--- config.mk ---
export PLATFORM = sky130hd
export DESIGN_NAME = ram64x12_fifo_ctrl_flat
export DESIGN_NICKNAME = d
export VERILOG_FILES = /design/src/rtl/ram64x12_fifo_ctrl_pkg.sv /design/src/rtl/ram64x12_fifo_ctrl_if.sv /design/src/rtl/ram64x12_fifo_obuf.sv /design/src/rtl/ram64x12_fifo_ctrl.sv /design/src/flat_wrapper.sv
export SDC_FILE = /design/constraint.sdc
export NUM_CORES = 1
export LEC_CHECK = 0
export CAP_MARGIN = 30
export CORE_MARGIN = 4
export CORE_UTILIZATION = 51
export DETAILED_ROUTE_END_ITERATION = 16
export PLACE_DENSITY_LB_ADDON = 0.2
export SYNTH_ARGS = -nofsm -noshare
export SYNTH_HDL_FRONTEND = slang
export SYNTH_SLANG_ARGS = --single-unit
--- constraint.sdc ---
create_clock -name clk -period 7.7 [get_ports clk]
set_input_delay 1.54 -clock clk [delete_from_list [all_inputs] [get_ports clk]]
set_output_delay 1.54 -clock clk [all_outputs]
set_load 0.005 [all_outputs]
--- src/rtl/ram64x12_fifo_ctrl_pkg.sv ---
// Shared constants and types for the 64x12 RAM-backed FIFO controller.
// RAM static tie-offs are applied by the integrating wrapper.
package ram64x12_fifo_ctrl_pkg;

   localparam int unsigned DEPTH = 64;
   localparam int unsigned AW    = 6;
   localparam int unsigned DW    = 12;
   localparam int unsigned CW    = AW + 1;

   // Unregistered read address, registered read data: one-cycle read latency.
   localparam logic RAM_R_ADDR_BYPASS = 1'b1;
   localparam logic RAM_R_DATA_BYPASS = 1'b0;
   localparam logic RAM_W_ADDR_BYPASS = 1'b1;
   localparam logic RAM_SL_N          = 1'b1;
   localparam logic RAM_AL_N          = 1'b1;
   localparam logic RAM_SD            = 1'b0;
   localparam logic RAM_AD_N          = 1'b1;

   typedef logic [DW-1:0] word_t;
   typedef logic [AW-1:0] addr_t;
   typedef logic [AW:0]   ptr_t;
   typedef logic [CW-1:0] count_t;

endpackage

--- src/rtl/ram64x12_fifo_ctrl_if.sv ---
// Stream and RAM-port bundle for ram64x12_fifo_ctrl.
// slave is the controller's view; master is the producer/consumer/RAM side.
interface ram64x12_fifo_ctrl_if;
   import ram64x12_fifo_ctrl_pkg::*;

   logic   in_valid;
   logic   in_ready;
   word_t  in_data;
   logic   out_valid;
   logic   out_ready;
   word_t  out_data;
   count_t count;
   addr_t  ram_w_addr;
   word_t  ram_w_data;
   logic   ram_w_en;
   addr_t  ram_r_addr;
   logic   ram_r_data_en;
   logic   ram_blk_en;
   word_t  ram_r_data;
   logic   ram_access_busy;

   modport slave (
      input  in_valid, in_data, out_ready, ram_r_data, ram_access_busy,
      output in_ready, out_valid, out_data, count,
      output ram_w_addr, ram_w_data, ram_w_en, ram_r_addr, ram_r_data_en, ram_blk_en
   );

   modport master (
      output in_valid, in_data, out_ready, ram_r_data, ram_access_busy,
      input  in_ready, out_valid, out_data, count,
      input  ram_w_addr, ram_w_data, ram_w_en, ram_r_addr, ram_r_data_en, ram_blk_en
   );

endinterface

--- src/rtl/ram64x12_fifo_obuf.sv ---
// Two-entry output buffer; entry 0 is the head and keeps its value once drained.
module ram64x12_fifo_obuf
   import ram64x12_fifo_ctrl_pkg::*;
(
   input  logic       clk,
   input  logic       rst_n,
   input  logic       push,
   input  word_t      push_data,
   input  logic       pop,
   output word_t      head,
   output logic       valid,
   output logic [1:0] count
);

   word_t      data0_q, data0_d, data1_q, data1_d;
   logic [1:0] cnt_q, cnt_d;
   logic       pop_ok;

   always_comb begin
      data0_d = data0_q;
      data1_d = data1_q;
      cnt_d   = cnt_q;
      pop_ok  = pop & (cnt_q != 2'd0);
      case (cnt_q)
         2'd0: begin
            if (push) begin
               data0_d = push_data;
               cnt_d   = 2'd1;
            end
         end
         2'd1: begin
            if (push && pop_ok) begin
               data0_d = push_data;
            end else if (push) begin
               data1_d = push_data;
               cnt_d   = 2'd2;
            end else if (pop_ok) begin
               cnt_d = 2'd0;
            end
         end
         2'd2: begin
            // The controller never pushes into a full buffer without a pop.
            if (pop_ok) begin
               data0_d = data1_q;
               if (push) begin
                  data1_d = push_data;
               end else begin
                  cnt_d = 2'd1;
               end
            end
         end
         default: cnt_d = cnt_q;
      endcase
   end

   always_ff @(posedge clk or negedge rst_n) begin
      if (!rst_n) begin
         data0_q <= '0;
         data1_q <= '0;
         cnt_q   <= 2'd0;
      end else begin
         data0_q <= data0_d;
         data1_q <= data1_d;
         cnt_q   <= cnt_d;
      end
   end

   assign head  = data0_q;
   assign valid = (cnt_q != 2'd0);
   assign count = cnt_q;

endmodule

--- src/rtl/ram64x12_fifo_ctrl.sv ---
// FIFO controller over an external 64x12 RAM with a 2-entry prefetch output buffer.
// Reads are issued ahead so the buffer hides the RAM's one-cycle read latency.
module ram64x12_fifo_ctrl
   import ram64x12_fifo_ctrl_pkg::*;
(
   input logic                 clk,
   input logic                 rst_n,
   ram64x12_fifo_ctrl_if.slave bus
);

   localparam count_t FULL_COUNT = count_t'(DEPTH);

   ptr_t       wr_ptr_q, wr_ptr_d;
   ptr_t       rd_ptr_q, rd_ptr_d;
   logic       inflight_q;
   logic       ready_en_q;
   count_t     ram_occ;
   count_t     total;
   logic [1:0] buf_cnt;
   logic [1:0] pending;
   logic       in_ready;
   logic       push;
   logic       issue;
   logic       pop;
   logic       buf_valid;
   word_t      buf_head;

   always_comb begin
      ram_occ  = wr_ptr_q - rd_ptr_q;
      pending  = buf_cnt + {1'b0, inflight_q};
      total    = ram_occ + count_t'(pending);
      // ready_en_q holds IN_READY low until the first edge after reset release.
      in_ready = ready_en_q & (total < FULL_COUNT) & ~bus.ram_access_busy;
      push     = bus.in_valid & in_ready;
      issue    = (ram_occ != '0) & (pending < 2'd2) & ~bus.ram_access_busy;
      pop      = buf_valid & bus.out_ready;
      wr_ptr_d = push  ? wr_ptr_q + ptr_t'(1) : wr_ptr_q;
      rd_ptr_d = issue ? rd_ptr_q + ptr_t'(1) : rd_ptr_q;
   end

   always_ff @(posedge clk or negedge rst_n) begin
      if (!rst_n) begin
         wr_ptr_q   <= '0;
         rd_ptr_q   <= '0;
         inflight_q <= 1'b0;
         ready_en_q <= 1'b0;
      end else begin
         wr_ptr_q   <= wr_ptr_d;
         rd_ptr_q   <= rd_ptr_d;
         inflight_q <= issue;
         ready_en_q <= 1'b1;
      end
   end

   ram64x12_fifo_obuf u_obuf (
      .clk       (clk),
      .rst_n     (rst_n),
      .push      (inflight_q),
      .push_data (bus.ram_r_data),
      .pop       (pop),
      .head      (buf_head),
      .valid     (buf_valid),
      .count     (buf_cnt)
   );

   assign bus.in_ready      = in_ready;
   assign bus.out_valid     = buf_valid;
   assign bus.out_data      = buf_head;
   assign bus.count         = total;
   assign bus.ram_w_en      = push;
   assign bus.ram_w_addr    = wr_ptr_q[AW-1:0];
   assign bus.ram_w_data    = bus.in_data;
   assign bus.ram_r_data_en = issue;
   assign bus.ram_blk_en    = issue;
   assign bus.ram_r_addr    = rd_ptr_q[AW-1:0];

endmodule

--- src/flat_wrapper.sv ---
// flat-port wrapper written by rule: the top's interface ports become plain ports
module ram64x12_fifo_ctrl_flat import ram64x12_fifo_ctrl_pkg::*;
  (clk, rst_n, bus_in_valid, bus_in_data, bus_out_ready, bus_ram_r_data, bus_ram_access_busy, bus_in_ready, bus_out_valid, bus_out_data, bus_count, bus_ram_w_addr, bus_ram_w_data, bus_ram_w_en, bus_ram_r_addr, bus_ram_r_data_en, bus_ram_blk_en);
  ram64x12_fifo_ctrl_if bus_i ();
  input logic clk;
  input logic rst_n;
  input wire logic [$bits(bus_i.in_valid)-1:0] bus_in_valid;
  input wire logic [$bits(bus_i.in_data)-1:0] bus_in_data;
  input wire logic [$bits(bus_i.out_ready)-1:0] bus_out_ready;
  input wire logic [$bits(bus_i.ram_r_data)-1:0] bus_ram_r_data;
  input wire logic [$bits(bus_i.ram_access_busy)-1:0] bus_ram_access_busy;
  output wire logic [$bits(bus_i.in_ready)-1:0] bus_in_ready;
  output wire logic [$bits(bus_i.out_valid)-1:0] bus_out_valid;
  output wire logic [$bits(bus_i.out_data)-1:0] bus_out_data;
  output wire logic [$bits(bus_i.count)-1:0] bus_count;
  output wire logic [$bits(bus_i.ram_w_addr)-1:0] bus_ram_w_addr;
  output wire logic [$bits(bus_i.ram_w_data)-1:0] bus_ram_w_data;
  output wire logic [$bits(bus_i.ram_w_en)-1:0] bus_ram_w_en;
  output wire logic [$bits(bus_i.ram_r_addr)-1:0] bus_ram_r_addr;
  output wire logic [$bits(bus_i.ram_r_data_en)-1:0] bus_ram_r_data_en;
  output wire logic [$bits(bus_i.ram_blk_en)-1:0] bus_ram_blk_en;
  assign bus_i.in_valid = bus_in_valid;
  assign bus_i.in_data = bus_in_data;
  assign bus_i.out_ready = bus_out_ready;
  assign bus_i.ram_r_data = bus_ram_r_data;
  assign bus_i.ram_access_busy = bus_ram_access_busy;
  assign bus_in_ready = bus_i.in_ready;
  assign bus_out_valid = bus_i.out_valid;
  assign bus_out_data = bus_i.out_data;
  assign bus_count = bus_i.count;
  assign bus_ram_w_addr = bus_i.ram_w_addr;
  assign bus_ram_w_data = bus_i.ram_w_data;
  assign bus_ram_w_en = bus_i.ram_w_en;
  assign bus_ram_r_addr = bus_i.ram_r_addr;
  assign bus_ram_r_data_en = bus_i.ram_r_data_en;
  assign bus_ram_blk_en = bus_i.ram_blk_en;
  ram64x12_fifo_ctrl u_core (.clk(clk), .rst_n(rst_n), .bus(bus_i));
endmodule
==> metrics.md, run 1 <==
| Metric | Value |
|---|---|
| Skew final | around 0.0038 ns |
| Sequential-to-total area share from yosys stat | 0.400 |
| Status | finished clean |
| Prevailing post-synth register cell | dfrtp_1 |
| FF-to-FF Start | u_core.wr_ptr_q[0]$_DFFE_PN0P_ |
| Antenna diode count | 0 |
| Power density over cell area | a little over 500 nW/µm² |
| Core Region | around 4800 µm² |
| Largest family of logic cells by synthesized area | multiplexers |
| CTS Sinks | 42 |
| Final net count | roughly 330 |
| Post-synthesis register bit count | 42 |
| Tmin final | a little over 5 ns |
| Library cells used by synthesis | 45 |
| Gr usage total | 0.176 |
| Multiplexer share of the synthesized area | 0.128 |
| HPWL after detailed placement | approximately 4 mm |
| Highest Signal Layer | met4 |
| Rows | 25 |
| Startpoint Class | flop |
| Hold_buf cts | 0 |
| Leakage | 1.32 nW |
| Syn nets | approximately 300 |
| Routed length on met2 | around 2.3 mm |
| Vias per Instance | roughly 5.3 |
| Class of the worst hold path | reg2reg |
| CTS tree | yes |
| Initial DRC Count | ~130 |
| Mapped Area | between 2000 and 3000 µm² |
| Multi-input logic area | 1320 µm² |
| Met3 wire length | ~300 µm |
| Post-Synth Adder-Cell Area | 0.0676 |
| Met1 wire length | ~2.5 mm |
| End point of the worst hold path | u_core.wr_ptr_q[6]$_DFFE_PN0P_ |
| Max-cap viol count | 0 |
| Final setup fails | 0 |
| Largest net degree at the start of global routing | 40 |
| Origin of the worst setup path | u_core.wr_ptr_q[0]$_DFFE_PN0P_ |
| Setup CP Type | reg2out |
| Slew @ Worst Pin | between 0.7 and 0.8 ns |
| Crit-path max FO | 7 |
| CP Capture Type | output pin |
| I/O Buffers | 52 |
| CTS resizes | 0 |
| Tcrit/Tclk final | 0.673 |
| Filler cells | roughly 400 |
| Antenna violations before repair | 0 |
| Setup bufs post-CTS | 0 |
| Most frequent cells in the layout | clkdlybuf4s50_1, dfrtp_1, nor2_1 |
| CTS clk-pin slew, worst paths | about 0.080 ns |
| Placed Instance Area | 3050 µm² |
| Final Max Tran Viols | 0 |
| R2r setup slk | approximately 4.4 ns |
| Later-pin clock latency in the skew report | between 0.2 and 0.3 ns |
| Clock buffer depth | 2 |
| IO Count | between 70 and 80 |
| DIE AREA | 6370 µm² |
| Drt wl/cell | 14.4 µm |
| Mapped Cells | 259 |
| Peak supply drop | around 0.00024 V |
| Hold Violations, Final | 0 |
| Hold path start | u_core.wr_ptr_q[6]$_DFFE_PN0P_ |
| First-pass GRT wire length | around 8.7 mm |
| Synth Area in Simple Gates | 0.120 |
| Post-synthesis async set-or-reset flop share | 1.00 |
| Reg-to-reg endpoint | u_core.wr_ptr_q[1]$_DFFE_PN0P_ |
| CTS Root Cell | clkbuf_8 |
| Cts bufs inserted | 5 |
| Relative slew margins | 0.503 |
| Area delta synth->final | 19.6% |
| Residual DRC count | 0 |
| Crit path DAT | ~3.6 ns |
| Setup TNS | 0 ns |
| First-pass iteration count of the detailed router | 4 |
| Fmax | just under 200 MHz |
| H-Tree Depth | 2 |
| Synth Area per Inst | 10.2 µm² |
| Chip Height | ~80 µm |
| Ys Warns | 0 |
| Synth Area in XOR/XNOR | 0.0766 |
| R2R cell count | 10 |
| RSZ-0062 raised after global routing | false |
| Vias in the first global route | around 1800 |
| Fin area | ~3100 µm² |
| Commonest non-fill, non-tap cell in the layout | clkdlybuf4s50_1 |
| Placer congestion estimate | ~0.90 |
| Hold Path Depth | 1 |
| Layout cells sized above 1 | 0.103 |
| Reg area | 1050 µm² |
| Total gr overflow | 0 |
| CP required | about 6 ns |
| DR vias | about 1900 |
| Routed Antenna Nets | 0 |
| Initial Utilization | 0.542 |
| Synth Area in Compound Gates | 0.108 |
| Routed wire length | between 5 and 6 mm |
| Number of flops mapped to enable cells by yosys | 0 |
| Die extent in x | 79.8 µm |
[per-stage QoR]
| step | utilization | hold slack (ns) | std cells | total power (W) | worst slack [ns] |
|---|---|---|---|---|---|
| detailed placement | 0.629 | 0.481 | 350 | 0.00149 | 2.87 |
| finish | 0.649 | 0.491 | 358 | 0.00163 | 2.52 |
| global route | 0.649 | 0.532 | 358 | 0.00178 | 2.30 |
| floorplan | - | 0.462 | 259 | 0.00106 | 3.55 |
| CTS | 0.649 | 0.495 | 358 | 0.00165 | 2.52 |
| global placement | 0.625 | 0.477 | 349 | 0.00147 | 2.91 |
[sequential cells by signal, summed over array words and instances (netlist names)]
signal,count
u_core.inflight_q,1
u_core.rd_ptr_q,7
u_core.ready_en_q,1
u_core.u_obuf.count,2
u_core.u_obuf.data1_q,12
u_core.u_obuf.head,12
u_core.wr_ptr_q,7
[per-layer routing]
layer,vias up,track usage
met4,0,0.0608
met1,904,0.251
met5,-,0
met3,13,0.0429
li1,935,-
met2,51,0.261
[critical path, stage by stage (launching register included)]
cell and delay, ns:
dfrtp_1 0.45, inv_1 0.08, ha_1 0.16, inv_1 0.06, fa_1 0.42, a211o_1 0.34
o21ai_1 0.10, xor2_1 0.17, nor4_4 0.64, mux2i_1 0.39, inv_1 0.08, clkdlybuf4s50_1 0.45
[worst max-delay path by stage]
stage / endpoint / cells past startpoint
2_1_floorplan: bus_ram_w_en / 10
3_3_place_gp: bus_ram_w_en / 11
3_5_place_dp: bus_ram_w_en / 11
4_1_cts: bus_ram_w_en / 11
5_1_grt: bus_in_ready / 11
6_report: bus_ram_w_en / 11
[synth_stat cells, types with 2 or more instances]
cell,instances,area [µm²]
xnor2_1,16,140
mux2_1,2,22.5
o211ai_1,4,30.0
buf_4,25,188
nor3_1,4,20.0
inv_1,13,48.8
dfrtp_1,42,1050
ha_1,11,138
mux2i_1,18,180
o21ai_1,2,10.0
o21ai_0,9,45.0
nand2_1,8,30.0
fa_1,2,40.0
nor2_1,20,75.1
mux2_2,12,135
xor2_1,7,61.3
clkbuf_1,4,15.0
nor2b_1,6,37.5
nand3_1,7,35.0
nor3b_1,2,15.0
o2111ai_1,2,17.5
and3_1,3,18.8
a21oi_1,18,90.1
[report_power, final]
group,internal (W),switching (W)
sequential,0.000320,0.0000819
combinational,0.000584,0.000491
clock,0.0000742,0.0000787
[cell families (layout without fill, tap and decap cells)]
logic type      count (synthesis)  after routing
buf+inv                        44             76
other cells                     1              1
flops                          42             42
fa+ha+maj                      13             13
simple gates                   60             60
xor+xnor                       23             23
mux                            32             32
compound gates                 44             44
[area by class of cell]
type,count,share of cell area
Sequential cell,42,0.334
Clock inverter,1,0.00278
Tap cell,67,0.0267
Inverter,14,0.0167
Clock buffer,7,0.0274
Timing Repair Buffer,54,0.173
Multi-Input combinational cell,173,0.420
Power figures use the tool's default switching activity.
==> run 2, diff against run 1 <==
- CORE_UTILIZATION: 51 -> 43
- clock period: 7.7 -> 4.2 ns (I/O delays scaled with it)
==> run 2 against run 1 <==
Critical path depth stayed put. First-iteration DRC count is 52% lower. Clock power is 110% higher. Sequential power is 84% higher. Largest power group unchanged. Die area is 17% higher. Non-clock buffer count is 9 higher. Sequential share of layout area is 0.98 points lower. Worst hold slack better by 0.0035 ns. Global-route usage is 3.2 points lower. Flip-flop and latch count stayed put.
==> metrics.md, run 2 (synthesis results as in run 1) <==
| Metric | Value |
|---|---|
| Antenna diode count | 0 (unchanged) |
| Most frequent cells in the layout | clkdlybuf4s50_1, dfrtp_1, nor2_1 |
| Reg-to-reg endpoint | u_core.wr_ptr_q[1]$_DFFE_PN0P_ |
| Status | finished clean |
| Setup TNS | 0 ns (unchanged) |
| IO Count | 77 (unchanged) |
| R2r setup slk | 1.31 ns (-3.11 ns) |
| Hold Path Depth | 1 (unchanged) |
| Core Region | 5920 µm² (+22%) |
| Drt wl/cell | 14.1 µm (-2.0%) |
| CP Capture Type | output pin |
| Fin area | 3240 µm² (+3.1%) |
| CTS tree | yes |
| R2R cell count | 11 (+1) |
| Later-pin clock latency in the skew report | 0.29 ns (about the same) |
| DR vias | 1907 (+0.21%) |
| Gr usage total | 0.144 (-0.0321) |
| Crit-path max FO | 5 (-2) |
| Peak supply drop | 0.000920 V (+290%) |
| Worst hold slack | 0.494 ns (+0.00347 ns) |
| Slew @ Worst Pin | 0.928 ns (+0.185 ns) |
| Max-cap viol count | 0 (unchanged) |
| Pwr Total | 0.00313 W (+92%) |
| Placer congestion estimate | 0.827 (-7.9%) |
| Final Max Tran Viols | 0 (unchanged) |
| HPWL after detailed placement | 3.95 mm (+0.79%) |
| I/O Buffers | 52 (unchanged) |
| First-pass GRT wire length | 8.44 mm (-2.6%) |
| Layout cells sized above 1 | 0.147 (+0.0436) |
| H-Tree Depth | 2 (unchanged) |
| Power density over cell area | 965 nW/µm² (+86%) |
| Commonest non-fill, non-tap cell in the layout | clkdlybuf4s50_1 |
| CTS Root Cell | clkbuf_8 |
| Cts bufs inserted | 5 (unchanged) |
| Skew final | 0.00836 ns (+0.00461 ns) |
| Rows | 28 (+12%) |
| Hold Violations, Final | 0 (unchanged) |
| FF-to-FF Start | u_core.wr_ptr_q[0]$_DFFE_PN0P_ |
| CTS Sinks | 42 (unchanged) |
| Chip Height | 86.2 µm (+8.0%) |
| Placed Instance Area | 3070 µm² (+0.66%) |
| Vias per Instance | 5.09 (-4.3%) |
| Final setup fails | 0 (unchanged) |
| DIE AREA | 7430 µm² (+17%) |
| Area delta synth->final | 23.4% |
| Largest net degree at the start of global routing | 43 (+7.5%) |
| CTS clk-pin slew, worst paths | 0.08 ns (about the same) |
| Routed Antenna Nets | 0 (unchanged) |
| First-pass iteration count of the detailed router | 4 (unchanged) |
| Hold_buf cts | 0 (unchanged) |
| Relative slew margins | 0.381 (-0.122) |
| Antenna violations before repair | 0 (unchanged) |
| Setup CP Type | reg2out |
| Tmin final | between 4 and 5 ns |
| Leakage | 1.36 nW (+3.3%) |
| Origin of the worst setup path | u_core.wr_ptr_q[0]$_DFFE_PN0P_ |
| Class of the worst hold path | reg2reg |
| Fmax | 248 MHz |
| Die extent in x | 86.2 µm (+8.0%) |
| Hold path start | u_core.wr_ptr_q[6]$_DFFE_PN0P_ |
| Crit path DAT | 3.20 ns (-0.44 ns) |
| Final net count | 341 (+2.7%) |
| Tcrit/Tclk final | 0.961 |
| Vias in the first global route | 1796 (-1.3%) |
| Clock buffer depth | 2 (unchanged) |
| Initial Utilization | 0.444 (-0.0982) |
| Startpoint Class | flop |
| Routed wire length | 5.30 mm (+2.6%) |
| Layout Utilization | 0.548 (-0.101) |
| Total gr overflow | 0 (unchanged) |
| Residual DRC count | 0 (unchanged) |
| End point of the worst hold path | u_core.wr_ptr_q[6]$_DFFE_PN0P_ |
| CP required | 3.36 ns (-2.80 ns) |
| Initial DRC Count | 60 (-52%) |
[run 2: changes by cell type in the layout (fill, tap and decap cells not counted), sizes merged]
cell,delta
buf,+9
bufinv,+1
clkbuf,-1
clkinvlp,+1
inv,-1
[run 2: worst max path at each step]
stage,end,slack [ns]
floorplan,bus_ram_w_en,0.75
global placement,bus_in_ready,0.39
detailed placement,bus_ram_blk_en,0.32
CTS,bus_in_ready,0.0008
global route,bus_in_ready,-0.005
finish,bus_in_ready,0.16
[run 2: timing repair]
action                     in CTS  in global routing
resized for setup               1                  4
setup endpoints to repair       2                  5
setup buffers                   0                  6
pin swaps                       0                  5
cloned                          0                  0
[run 2: critical path, cell delays in order (launching register included)]
cell,delay (ns)
dfrtp_2,0.45
inv_1,0.07
ha_1,0.15
inv_1,0.05
fa_1,0.43
a211o_1,0.38
nor4b_1,0.17
nor2_1,0.18
nand2_2,0.13
xor2_1,0.22
nor2b_1,0.15
clkdlybuf4s50_1,0.52
[run 2: report_power, final]
group | switching (W) | internal [W] | total, W | leakage, nW
combinational | 0.000923 | 0.00115 | 0.00207 | 0.811
clock | 0.000141 | 0.000177 | 0.000319 | 0.0514
sequential | 0.000152 | 0.000588 | 0.000740 | 0.499
[run 2: final cells by class]
cell class | count | area (µm²)
sequential | 42 | 1050
timing repair buffer | 63 | 598
fill | 509 | 2680
tap | 75 | 93.8
multi-input combinational | 173 | 1340
clock inverter | 2 | 37.5
clock buffer | 6 | 72.6
inverter | 14 | 52.6
[run 2: per-stage QoR]
stage,cells,setup WS (ns)
4_1_cts,369,0.000810
6_report,375,0.164
2_1_floorplan,259,0.748
5_1_grt,375,-0.00529
3_3_place_gp,361,0.392
3_5_place_dp,361,0.318
[run 2: metal layers]
metal	GRT usage	vias to the layer above	share of wire
met2	0.219	41	0.45
met3	0.0418	4	0.063
met1	0.196	908	0.47
li1	-	954	-
met5	0	-	0
met4	0.0538	0	0.013
==> run 3, diff against run 2 <==
- CORE_ASPECT_RATIO: unset -> 0.75
==> run 3 against run 2 <==
Sequential power is essentially flat. Routed wire length grew 7.6%. Via count grew 0.16%. Die area grew 0.18%. Cell count grew 0.53%. Non-clock buffer count shrank 1. Sequential share of layout area is essentially flat. Utilization grew 0.48 points. Global-route usage grew 1.0 points. Cell area grew 0.27%. Critical path type unchanged.
==> metrics.md, run 3 (synthesis results as in run 1) <==
| Metric | Value |
|---|---|
| Commonest non-fill, non-tap cell in the layout | clkdlybuf4s50_1 |
| Routed Antenna Nets | 0 (unchanged) |
| Fmax | 250 MHz (+0.72%) |
| Routed wire length | 5.71 mm (+7.6%) |
| Final setup fails | 0 (unchanged) |
| Layout cells sized above 1 | 0.154 (+0.00718) |
| DR vias | 1910 (+0.16%) |
| Peak supply drop | 0.000342 V (-63%) |
| Final net count | 340 (-0.29%) |
| Drt wl/cell | 15.1 µm (+7.0%) |
| Power density over cell area | 964 nW/µm² (-0.11%) |
| Area delta synth->final | 23.7% |
| Die extent in x | 98.3 µm (+14%) |
| CTS Sinks | 42 (unchanged) |
| Clock buffer depth | 2 (unchanged) |
| Initial DRC Count | 77 (+28%) |
| CP Capture Type | output pin |
| Class of the worst hold path | in2async |
| Slowest stage cell, crit path | clkdlybuf4s50_1 |
| CTS clk-pin slew, worst paths | 0.08 ns (about the same) |
| Relative slew margins | 0.494 (+0.112) |
| Cts bufs inserted | 5 (unchanged) |
| Residual DRC count | 0 (unchanged) |
| Placer congestion estimate | 0.839 (+1.5%) |
| IO Count | 77 (unchanged) |
| Slew @ Worst Pin | 0.758 ns (-0.170 ns) |
| Filler cells | 540 (+6.1%) |
| Core Region | 5890 µm² (-0.59%) |
| CTS Root Cell | clkbuf_8 |
| Gr usage total | 0.154 (+0.0101) |
| Later-pin clock latency in the skew report | 0.30 ns (about the same) |
| Largest net degree at the start of global routing | 38 (-12%) |
| RSZ-0062 raised after global routing | false |
| HPWL after detailed placement | 4.26 mm (+7.9%) |
| CP peak stage delay | 0.52 ns (about the same) |
| Vias in the first global route | 1800 (+0.22%) |
| Antenna violations before repair | 0 (unchanged) |
| Setup TNS | 0 ns (unchanged) |
| CTS tree | yes |
| Status | finished clean |
| Skew final | 0.00391 ns (-0.00446 ns) |
| H-Tree Depth | 2 (unchanged) |
| First-pass GRT wire length | 8.97 mm (+6.3%) |
| Startpoint Class | flop |
| Most frequent cells in the layout | clkdlybuf4s50_1, dfrtp_1, nor2_1 |
| I/O Buffers | 52 (unchanged) |
| Tmin final | 4.01 ns (-0.0288 ns) |
| Rows | 24 (-14%) |
| Hold_buf cts | 0 (unchanged) |
| Hold Violations, Final | 0 (unchanged) |
| Antenna diode count | 0 (unchanged) |
| Crit path DAT | 3.17 ns (-0.03 ns) |
| Total gr overflow | 0 (unchanged) |
| Placed Instance Area | 3100 µm² (+1.0%) |
| Setup CP Type | reg2out |
| Worst-path cell chain | ha_1 -> inv_1 -> fa_2 -> fa_1 -> nand2_1 -> nor4_4 -> buf_4 -> xor2_1 -> nor2b_1 -> clkdlybuf4s50_1 |
| First-pass iteration count of the detailed router | 4 (unchanged) |
| Chip Height | 75.7 µm (-12%) |
| Vias per Instance | 5.07 (-0.37%) |
| Initial Utilization | 0.447 (+0.00264) |
| Fin area | 3250 µm² (+0.27%) |
| Max-cap viol count | 0 (unchanged) |
| DIE AREA | 7440 µm² (+0.18%) |
| Crit-path max FO | 6 (+1) |
| Final Max Tran Viols | 0 (unchanged) |
| CP required | 3.36 ns (about the same) |
| Tcrit/Tclk final | 0.954 (-0.00686) |
| Leakage | 1.36 nW (-0.27%) |
==> run 3: power breakdown <==
part	leakage (nW)	internal (W)	switching, W
combinational	0.813	0.00115	0.000959
clock	0.0472	0.000132	0.000149
sequential	0.498	0.000589	0.000152
total	1.36	0.00188	0.00126
==> run 3: metal layers <==
layer,part of all wire,up-vias,GRT usage,wire length [µm]
met2,0.40,50,0.207,2290
met3,0.062,10,0.0421,352
met4,0.018,0,0.0576,103
met5,0,-,0,0
li1,-,947,-,-
met1,0.52,903,0.234,2960
==> run 3: layout make-up <==
type                            count  area (µm²)  area share
Multi-Input combinational cell    173        1350       0.415
Timing Repair Buffer               62         603       0.185
Sequential cell                    42        1050       0.324
Clock inverter                      2        12.5     0.00385
Clock buffer                        6        82.6      0.0254
Inverter                           14        52.6      0.0162
Tap cell                           78        97.6      0.0300
==> run 3: stage by stage <==
step	total power, W	hold slack [ns]	cells	util	setup slack [ns]
global route	0.00340	0.361	377	0.553	0.000668
global placement	0.00275	0.482	365	0.524	0.311
detailed placement	0.00278	0.484	366	0.527	0.269
floorplan	0.00194	0.462	259	-	0.748
finish	0.00314	0.369	377	0.553	0.193
CTS	0.00309	0.362	374	0.544	0.0196
==> run 3: what timing repair did <==
action                                  in CTS  in global routing
pin swaps                                    1                  1
endpoints found under the setup margin       5                  6
resized for setup                            1                  7
buffers inserted                             0                  3
==> run 3: critical path, delay by kind of cell, from the launching register on <==
kind | cells | cell delay, ns
adder cells (fa/ha/maj) | 3 | 1.14
buffers and inverters | 3 | 0.77
flip-flops | 1 | 0.46
AND/OR/NAND/NOR | 3 | 0.33
XOR/XNOR | 1 | 0.15
==> run 3: worst paths after layout <==
kind                       cells after the start  slack, ns                        endpoint                           start
hold / removal                                 1       0.37  u_core.wr_ptr_q[4]$_DFFE_PN0P_                           rst_n
hold reg to reg                                1       0.49  u_core.wr_ptr_q[6]$_DFFE_PN0P_  u_core.wr_ptr_q[6]$_DFFE_PN0P_
setup reg to reg                              12       1.28  u_core.wr_ptr_q[1]$_DFFE_PN0P_  u_core.wr_ptr_q[0]$_DFFE_PN0P_
setup / recovery                              10       0.19                    bus_in_ready  u_core.rd_ptr_q[0]$_DFFE_PN0P_
max in group asynchronous                      2       3.37  u_core.wr_ptr_q[0]$_DFFE_PN0P_                           rst_n
min in group clk                               1       0.49  u_core.wr_ptr_q[6]$_DFFE_PN0P_  u_core.wr_ptr_q[6]$_DFFE_PN0P_
